`config.mk`:
```
export PLATFORM = sky130hd
export DESIGN_NAME = fpdiv_ctrl
export DESIGN_NICKNAME = d
export VERILOG_FILES = /design/src/rtl/fpdiv_ctrl_pkg.sv /design/src/rtl/fpdiv_step_timer.sv /design/src/rtl/fpdiv_ctrl.sv
export SDC_FILE = /design/constraint.sdc
export NUM_CORES = 1
export LEC_CHECK = 0
export ABC_AREA = 1
export BUFFER_PORTS_ARGS = -buffer_cell sky130_fd_sc_hd__buf_2
export CAP_MARGIN = 20
export CELL_PAD_IN_SITES_DETAIL_PLACEMENT = 1
export CELL_PAD_IN_SITES_GLOBAL_PLACEMENT = 1
export CORE_MARGIN = 2
export CORE_UTILIZATION = 37
export DETAILED_ROUTE_END_ITERATION = 8
export HOLD_SLACK_MARGIN = 0.06
export PLACE_DENSITY = 0.79
export SYNTH_ARGS = -nofsm -noshare
export SYNTH_HDL_FRONTEND = slang
export SYNTH_HIERARCHICAL = 1
export SYNTH_SLANG_ARGS = --single-unit
export TNS_END_PERCENT = 5
```
`constraint.sdc`:
```
create_clock -name clk -period 1.71 [get_ports clk]
set_clock_uncertainty 0.15 [all_clocks]
set_input_delay 0.171 -clock clk [delete_from_list [all_inputs] [get_ports clk]]
set_output_delay 0.171 -clock clk [all_outputs]
set_load 0.005 [all_outputs]
```
`src/rtl/fpdiv_ctrl_pkg.sv`:
```
// fpdiv_ctrl_pkg: shared types and constants for the Goldschmidt divider
// sequencer.
//   state_t    - controller state encoding
//   SELA_* / SELB_* - datapath mux select codes
//   is_step()  - true for states that occupy a timed datapath step
package fpdiv_ctrl_pkg;

   typedef enum logic [2:0] {
      IDLE,
      INIT_D,
      INIT_N,
      ITER_N,
      ITER_D,
      DONE
   } state_t;

   // mux A: multiplier operand A
   localparam logic [1:0] SELA_REGA = 2'd0;
   localparam logic [1:0] SELA_D    = 2'd1;
   localparam logic [1:0] SELA_IA   = 2'd2;

   // mux B: multiplier operand B
   localparam logic [1:0] SELB_D    = 2'd0;
   localparam logic [1:0] SELB_X    = 2'd1;
   localparam logic [1:0] SELB_REGB = 2'd2;
   localparam logic [1:0] SELB_REGC = 2'd3;

   function automatic logic is_step(input state_t s);
      return (s == INIT_D) || (s == INIT_N) || (s == ITER_N) || (s == ITER_D);
   endfunction

endpackage

```
`src/rtl/fpdiv_step_timer.sv`:
```
// fpdiv_step_timer: sub-cycle down-counter measuring one datapath step.
//   clk, reset     - clock, synchronous active-high reset (count -> 0)
//   clear          - start a new step (count reloads to STEP_CYCLES-1)
//   step_last      - current clock is the final clock of the step
//   step_last_nxt  - next clock will be the final clock of the step; lets the
//                    parent register its load strobes one cycle ahead
module fpdiv_step_timer
   import fpdiv_ctrl_pkg::*;
#(
   parameter int unsigned STEP_CYCLES = 1
) (
   input  logic clk,
   input  logic reset,
   input  logic clear,
   output logic step_last,
   output logic step_last_nxt
);

   localparam int unsigned CW = (STEP_CYCLES > 1) ? $clog2(STEP_CYCLES) : 1;

   logic [CW-1:0] cnt;
   logic [CW-1:0] cnt_nxt;

   // Counter saturates at zero so it rests there outside a step.
   always_comb begin
      cnt_nxt = cnt;
      if (clear)
         cnt_nxt = CW'(STEP_CYCLES - 1);
      else if (cnt != '0)
         cnt_nxt = cnt - CW'(1);
   end

   always_ff @(posedge clk) begin
      if (reset)
         cnt <= '0;
      else
         cnt <= cnt_nxt;
   end

   assign step_last     = (cnt == '0);
   assign step_last_nxt = (cnt_nxt == '0);

endmodule

```
`src/rtl/fpdiv_ctrl.sv`:
```
// fpdiv_ctrl: sequencing FSM for the 24-bit Goldschmidt divider datapath.
//   clk, reset      - clock, synchronous active-high reset
//   start, abort    - request / cancel a divide (start sampled only in IDLE)
//   busy, done      - operation in progress / one-cycle completion pulse
//   sel_muxa/b      - datapath multiplier operand selects
//   load_rega/b/c   - datapath register load strobes (pulsed on the last
//                     clock of each step)
// Every output is a flop computed from the next state, so the strobes used
// for clock gating change only just after the rising edge.
module fpdiv_ctrl
   import fpdiv_ctrl_pkg::*;
#(
   parameter int unsigned ITER        = 3,
   parameter int unsigned STEP_CYCLES = 1
) (
   input  logic       clk,
   input  logic       reset,
   input  logic       start,
   input  logic       abort,
   output logic       busy,
   output logic       done,
   output logic [1:0] sel_muxa,
   output logic [1:0] sel_muxb,
   output logic       load_rega,
   output logic       load_regb,
   output logic       load_regc
);

   localparam logic [2:0] ITER_LAST = 3'(ITER - 1);

   state_t     state;
   state_t     state_nxt;
   logic [2:0] iter_cnt;
   logic [2:0] iter_cnt_nxt;
   logic       step_last;
   logic       step_last_nxt;
   logic       timer_clear;

   logic       busy_nxt;
   logic       done_nxt;
   logic [1:0] sela_nxt;
   logic [1:0] selb_nxt;
   logic       lda_nxt;
   logic       ldb_nxt;
   logic       ldc_nxt;

   // Every step transition enters a different state, so a state change into
   // a step state marks the first clock of a new step.
   assign timer_clear = is_step(state_nxt) && (state_nxt != state);

   fpdiv_step_timer #(
      .STEP_CYCLES(STEP_CYCLES)
   ) u_step_timer (
      .clk          (clk),
      .reset        (reset),
      .clear        (timer_clear),
      .step_last    (step_last),
      .step_last_nxt(step_last_nxt)
   );

   // State register, including the registered outputs.
   always_ff @(posedge clk) begin
      if (reset) begin
         state     <= IDLE;
         iter_cnt  <= '0;
         busy      <= 1'b0;
         done      <= 1'b0;
         sel_muxa  <= SELA_REGA;
         sel_muxb  <= SELB_D;
         load_rega <= 1'b0;
         load_regb <= 1'b0;
         load_regc <= 1'b0;
      end else begin
         state     <= state_nxt;
         iter_cnt  <= iter_cnt_nxt;
         busy      <= busy_nxt;
         done      <= done_nxt;
         sel_muxa  <= sela_nxt;
         sel_muxb  <= selb_nxt;
         load_rega <= lda_nxt;
         load_regb <= ldb_nxt;
         load_regc <= ldc_nxt;
      end
   end

   // Next-state logic.
   always_comb begin
      state_nxt    = state;
      iter_cnt_nxt = iter_cnt;
      if (abort) begin
         state_nxt    = IDLE;
         iter_cnt_nxt = '0;
      end else begin
         case (state)
            IDLE: begin
               if (start) begin
                  state_nxt    = INIT_D;
                  iter_cnt_nxt = '0;
               end
            end
            INIT_D: if (step_last) state_nxt = INIT_N;
            INIT_N: if (step_last) state_nxt = ITER_N;
            ITER_N: begin
               // the final iteration needs no new denominator / K
               if (step_last)
                  state_nxt = (iter_cnt < ITER_LAST) ? ITER_D : DONE;
            end
            ITER_D: begin
               if (step_last) begin
                  state_nxt    = ITER_N;
                  iter_cnt_nxt = iter_cnt + 3'd1;
               end
            end
            DONE:    state_nxt = IDLE;
            default: state_nxt = IDLE;
         endcase
      end
   end

   // Output logic: values the outputs take in the next cycle.
   always_comb begin
      busy_nxt = (state_nxt != IDLE);
      done_nxt = (state_nxt == DONE);
      sela_nxt = SELA_REGA;
      selb_nxt = SELB_D;
      lda_nxt  = 1'b0;
      ldb_nxt  = 1'b0;
      ldc_nxt  = 1'b0;
      case (state_nxt)
         INIT_D: begin
            sela_nxt = SELA_IA;
            selb_nxt = SELB_D;
            lda_nxt  = step_last_nxt;
            ldc_nxt  = step_last_nxt;
         end
         INIT_N: begin
            sela_nxt = SELA_IA;
            selb_nxt = SELB_X;
            ldb_nxt  = step_last_nxt;
         end
         ITER_N: begin
            sela_nxt = SELA_REGA;
            selb_nxt = SELB_REGB;
            ldb_nxt  = step_last_nxt;
         end
         ITER_D: begin
            sela_nxt = SELA_REGA;
            selb_nxt = SELB_REGC;
            lda_nxt  = step_last_nxt;
            ldc_nxt  = step_last_nxt;
         end
         default: ;
      endcase
   end

endmodule

```
== After elaboration in Yosys (flattened, before gate mapping) ==
Index checks and enable logic that the tools add are counted.

* Input port bits: 4
* Bits in registers: 15
* Output and inout port bits: 9
* Word-level logic and storage cells: 56

* Bitwise gates (word level): 3
* Reduce and logical (&&, ||, !) cells: 15
* Mux-type cells: 14
* Add/sub/neg operators: 2
* Magnitude comparators: 1
* Equality and inequality tests: 12

{| class="wikitable"
|+ Operator list
! kind !! number
|-
| $mux 3 || 7
|-
| $reduce_or 2->1 || 7
|-
| $eq 3x2->1 const B || 4
|-
| $pmux 3 s4 || 1
|-
| $eq 3x3->1 const B || 3
|-
| $eq 3x1->1 const B || 2
|-
| $pmux 2 s3 || 1
|-
| $pmux 3 s2 || 1
|-
| $ne 2x2->1 const B || 2
|-
| $add 3x1->3 const B || 1
|-
| $logic_not 3->1 || 1
|-
| $logic_or 1x1->1 || 3
|-
| $lt 3x2->1 const B || 1
|-
| $mux 1 || 3
|-
| $ne 3x3->1 || 1
|-
| $not 1->1 || 3
|-
| $reduce_and 3->1 || 1
|-
| $reduce_bool 3->1 || 1
|-
| $mux 2 || 1
|-
| $reduce_bool 2->1 || 1
|-
| $logic_and 1x1->1 || 1
|-
| $sub 1x1->1 const B || 1
|}

== Longest topological paths before layout ==
* Depth after elaboration: 12
* Mapped depth: 10
* Gate-level depth less buffers: 10

== Hierarchy ==
The synthesis kept the hierarchy.

{| class="wikitable"
|+ Modules (own cells, without submodules)
! module !! times used !! sequential area each (um^2) !! cells an instance !! area each (um^2)
|-
| fpdiv_ctrl || 1 || 260.2 || 109 || 733.2
|-
| fpdiv_step_timer || 1 || 0.0 || 3 || 18.8
|}

== Least setup slack after synthesis ==
Ideal clock, no wire load.

* Path type: register to register
* Start point: register state[1]
* End point: register iter_cnt[0]
* Library setup time: 0.126 ns
* Stages on the path, launching flop included: 7
* Period minus slack after synthesis: 1.366 ns
* Arrival time: 1.090 ns
* Setup slack: 0.344 ns
* Required time: 1.434 ns
* Buffers on the path: 0
* Path through: dfxtp_1 nor2_1 nand2_1 o21ai_1 o21ai_0 o21ai_0 nor3_1

* Cells in the longest elaborated chain, start to end: 3

{| class="wikitable"
|+ Ends and longest elaborated chain
! element !! line !! RTL
|-
| start, declared || fpdiv_ctrl.sv:31 || <nowiki>state_t state;</nowiki>
|-
| start signal, assigned || fpdiv_ctrl.sv:74 || <nowiki>state <= state_nxt;</nowiki>
|-
| $eq 3x3->1 or $logic_not 3->1 (tied branches) || fpdiv_ctrl.sv:94 || <nowiki>case (state)</nowiki>
|-
| $ne 2x2->1 (no source line) or $reduce_bool 2->1 (tied branches) || n/a ||
|-
| $reduce_and 3->1 (no source line) || n/a ||
|-
| end signal, assigned || fpdiv_ctrl.sv:75 || <nowiki>iter_cnt <= iter_cnt_nxt;</nowiki>
|-
| end, declared || fpdiv_ctrl.sv:33 || <nowiki>logic [2:0] iter_cnt;</nowiki>
|}

Parallel ways exist; a longest one is shown, timed or not.
A chain may end at the register's enable or synchronous reset.

== Final worst setup path ==
* Start point: input port abort
* End point: register sel_muxb[1]

* Cells in the longest elaborated chain, start to end: 3

{| class="wikitable"
|+ Ends and longest elaborated chain
! element !! line !! RTL
|-
| start, declared || fpdiv_ctrl.sv:19 || <nowiki>input logic abort,</nowiki>
|-
| $mux 3 * || fpdiv_ctrl.sv:90 || <nowiki>if (abort) begin</nowiki>
|-
| $eq 3x3->1 or $eq 3x2->1 (tied branches) || fpdiv_ctrl.sv:129 || <nowiki>case (state_nxt)</nowiki>
|-
| $pmux 2 s3 * || fpdiv_ctrl.sv:129 ||
|-
| end signal, assigned || fpdiv_ctrl.sv:79 || <nowiki>sel_muxb <= selb_nxt;</nowiki>
|-
| end, declared || fpdiv_ctrl.sv:23 || <nowiki>output logic [1:0] sel_muxb,</nowiki>
|}

Mark *: on every way between the ends. The rest lies on a longest branch, timed or not.

==> impl_metrics.toml <==
[power_and_ir_drop]
p_per_area_mw_per_mm2 = 724
swShare_pct = 25.3
power.switching_mw = 0.146
p_comb_share_pct = 13.7
power.leakage_nw = 0.405
power_frac_seq_pct = 54.5
pwr-share-clk_pct = 31.8
ir_worst_vdd_v = 0.000486
power.internal_mw = 0.430

[timing]
clock.fmax_mhz = 642
tns_ns = 0
drv_slew = 0
min_period_over_period_pct = 91.1
period_needed_ns = 1.56
rsz0062_at_grt = "no"
holdWs_ns = 0.150
finalHoldViolCount = 0
final-setup-viol-count = 0

[floorplan]
initial_core_util_pct = 39.6
coreArea_mm2 = 0.00175
die_area_mm2 = 0.00223
fp-row-count = 15
pin_count = 13
chipHeight_um = 47.2
die_x_um = 47.2

[global_route]
use_met2_pct = 28.5
grt_pass1_vias = 622
antenna_found_initial = 0
grt_most_used_layer = "met2"
grtUsageMet1_pct = 21.1
grt_max_degree = 10
grt_usage_pct = 17.2
grt_overflow = 0
globalRouteMet3Util_pct = 3.46
grt_pass1_wl_um = 2600

[route]
wl_per_cell_um = 11.4
first_pass_iters = 2
drt_iter0_markers = 1
viasPerCell = 4.75
postRouteAntennaNets = 0
drc = 0
wirelength_um = 1530
vias = 637

[worst_setup_path]
crit_path_start_kind = "input pin"
end_kind = "flip-flop"
critPathKind = "input pin to flip-flop"
ff2ff_path_depth = 7
path_max_fanout = 9
worstReg2RegStart = "state[1]$_SDFF_PP0_"
arrival_ns = 1.57
r2r_slack_ns = 0.19
r2r-end = "load_regc$_SDFF_PP0_"
required_ns = 1.73

[cts]
cts_root_buf = "clkbuf_4"
cts_buffer_depth = 2
cts_tree = "built"
cts.sinks = 13
cts_buffers = 3
clock_latency_ns = 0.27
postCtsSetupBuffers = 0
clkTransAtPathRegs_ns = 0.07
cts_max_level = 1

[placement]
port_buffers = 11
place_hpwl_um = 1280
routabilityCongestion = 0.830
place_inst = 128

[worst_hold_path]
hold_end = "iter_cnt[2]$_SDFFE_PP0P_"
hold_start = "start"
holdPathStages = 4
hp-class = "input pin to flip-flop"

[synth]
syn-cell-area_um2 = 691
ys.warnings.count = 6
syn_avg_cell_area_um2 = 7.12
synthCells = 97

[layout]
diodes = 0
layout.cells.non_filler = 134
drive_gt1_share_pct = 23.9
final_util_pct = 45.6
area_delta_synth_final_pct = 15.2
final_nets = 115

[run_status]
status = "finished clean"

[flow_run]
cap_violations = 0
layout make-up:
class / count / area (µm²)
inverter: 11 / 45.0
timing repair buffer: 13 / 75.1
fill: 224 / 950
sequential: 13 / 260
tap: 25 / 31.3
multi-input combinational: 68 / 358
clock buffer: 4 / 26.3
power groups by stage:
stage	registers [mW]	logic [mW]	clock network, mW
final	0.314	0.0788	0.183
after global routing	0.315	0.0905	0.203
after CTS	0.314	0.0765	0.193
after detailed placement	0.321	0.0726	0
after global placement	0.321	0.0702	0
after floorplan	0.321	0.0585	0
cell usage in the layout, fill, tap and decap left out, types with 2 or more instances in the layout:
cell type,instances
nand2_1,17
nor2_1,16
dfxtp_1,13
buf_2,11
inv_1,8
nand3_1,5
a21oi_1,4
nand4_1,3
o21ai_0,3
conb_1,3
clkbuf_4,3
nor2_2,2
o21ai_1,2
nand2_4,2
o21ai_2,2
dlygate4sd3_1,2
routing by layer:
metal	vias up	wire length, µm
met1	302	676
met3	2	36
met2	6	806
met4	0	13
met5	-	0
li1	327	-
worst max path at each step:
stage | to | startpoint | slack, ns | depth (start not counted)
floorplan | iter_cnt[0]$_SDFFE_PP0P_ | state[1]$_SDFF_PP0_ | 0.36 | 6
global placement | iter_cnt[0]$_SDFFE_PP0P_ | state[1]$_SDFF_PP0_ | 0.20 | 6
detailed placement | iter_cnt[0]$_SDFFE_PP0P_ | state[1]$_SDFF_PP0_ | 0.17 | 6
CTS | sel_muxb[0]$_SDFF_PP0_ | abort | 0.12 | 9
global route | sel_muxa[1]$_SDFF_PP0_ | state[1]$_SDFF_PP0_ | 0.03 | 7
finish | sel_muxb[1]$_SDFF_PP0_ | abort | 0.15 | 10
flip-flops by register name, summed over array words and instances, names as in the netlist:
signal,count
load_regc,1
done,1
state,3
iter_cnt,3
load_regb,1
busy,1
sel_muxb,2
sel_muxa,1
worst max-delay path, cell delays in order:
cell           delay (ns)
dlygate4sd3_1        0.53
buf_2                0.15
clkinvlp_4           0.13
nand2_1              0.08
nor2_2               0.13
nand2_4              0.10
nand4_1              0.12
nand2_1              0.07
nand2_1              0.06
nor2_1               0.04
timing repair:
item | in CTS | in global routing
resized for setup | 0 | 2
hold endpoints to repair | 7 | 0
hold buffers | 2 | 0
endpoints found under the setup margin | 0 | 4
per-stage QoR:
| step | power, mW | setup WS (ns) | instance area, µm² |
|---|---|---|---|
| after floorplan | 0.380 | 0.355 | 694 |
| after global placement | 0.391 | 0.202 | 742 |
| after detailed placement | 0.394 | 0.166 | 742 |
| after CTS | 0.584 | 0.122 | 788 |
| after global routing | 0.609 | 0.0274 | 796 |
| final | 0.576 | 0.153 | 796 |
Power figures use the tool's default switching activity.
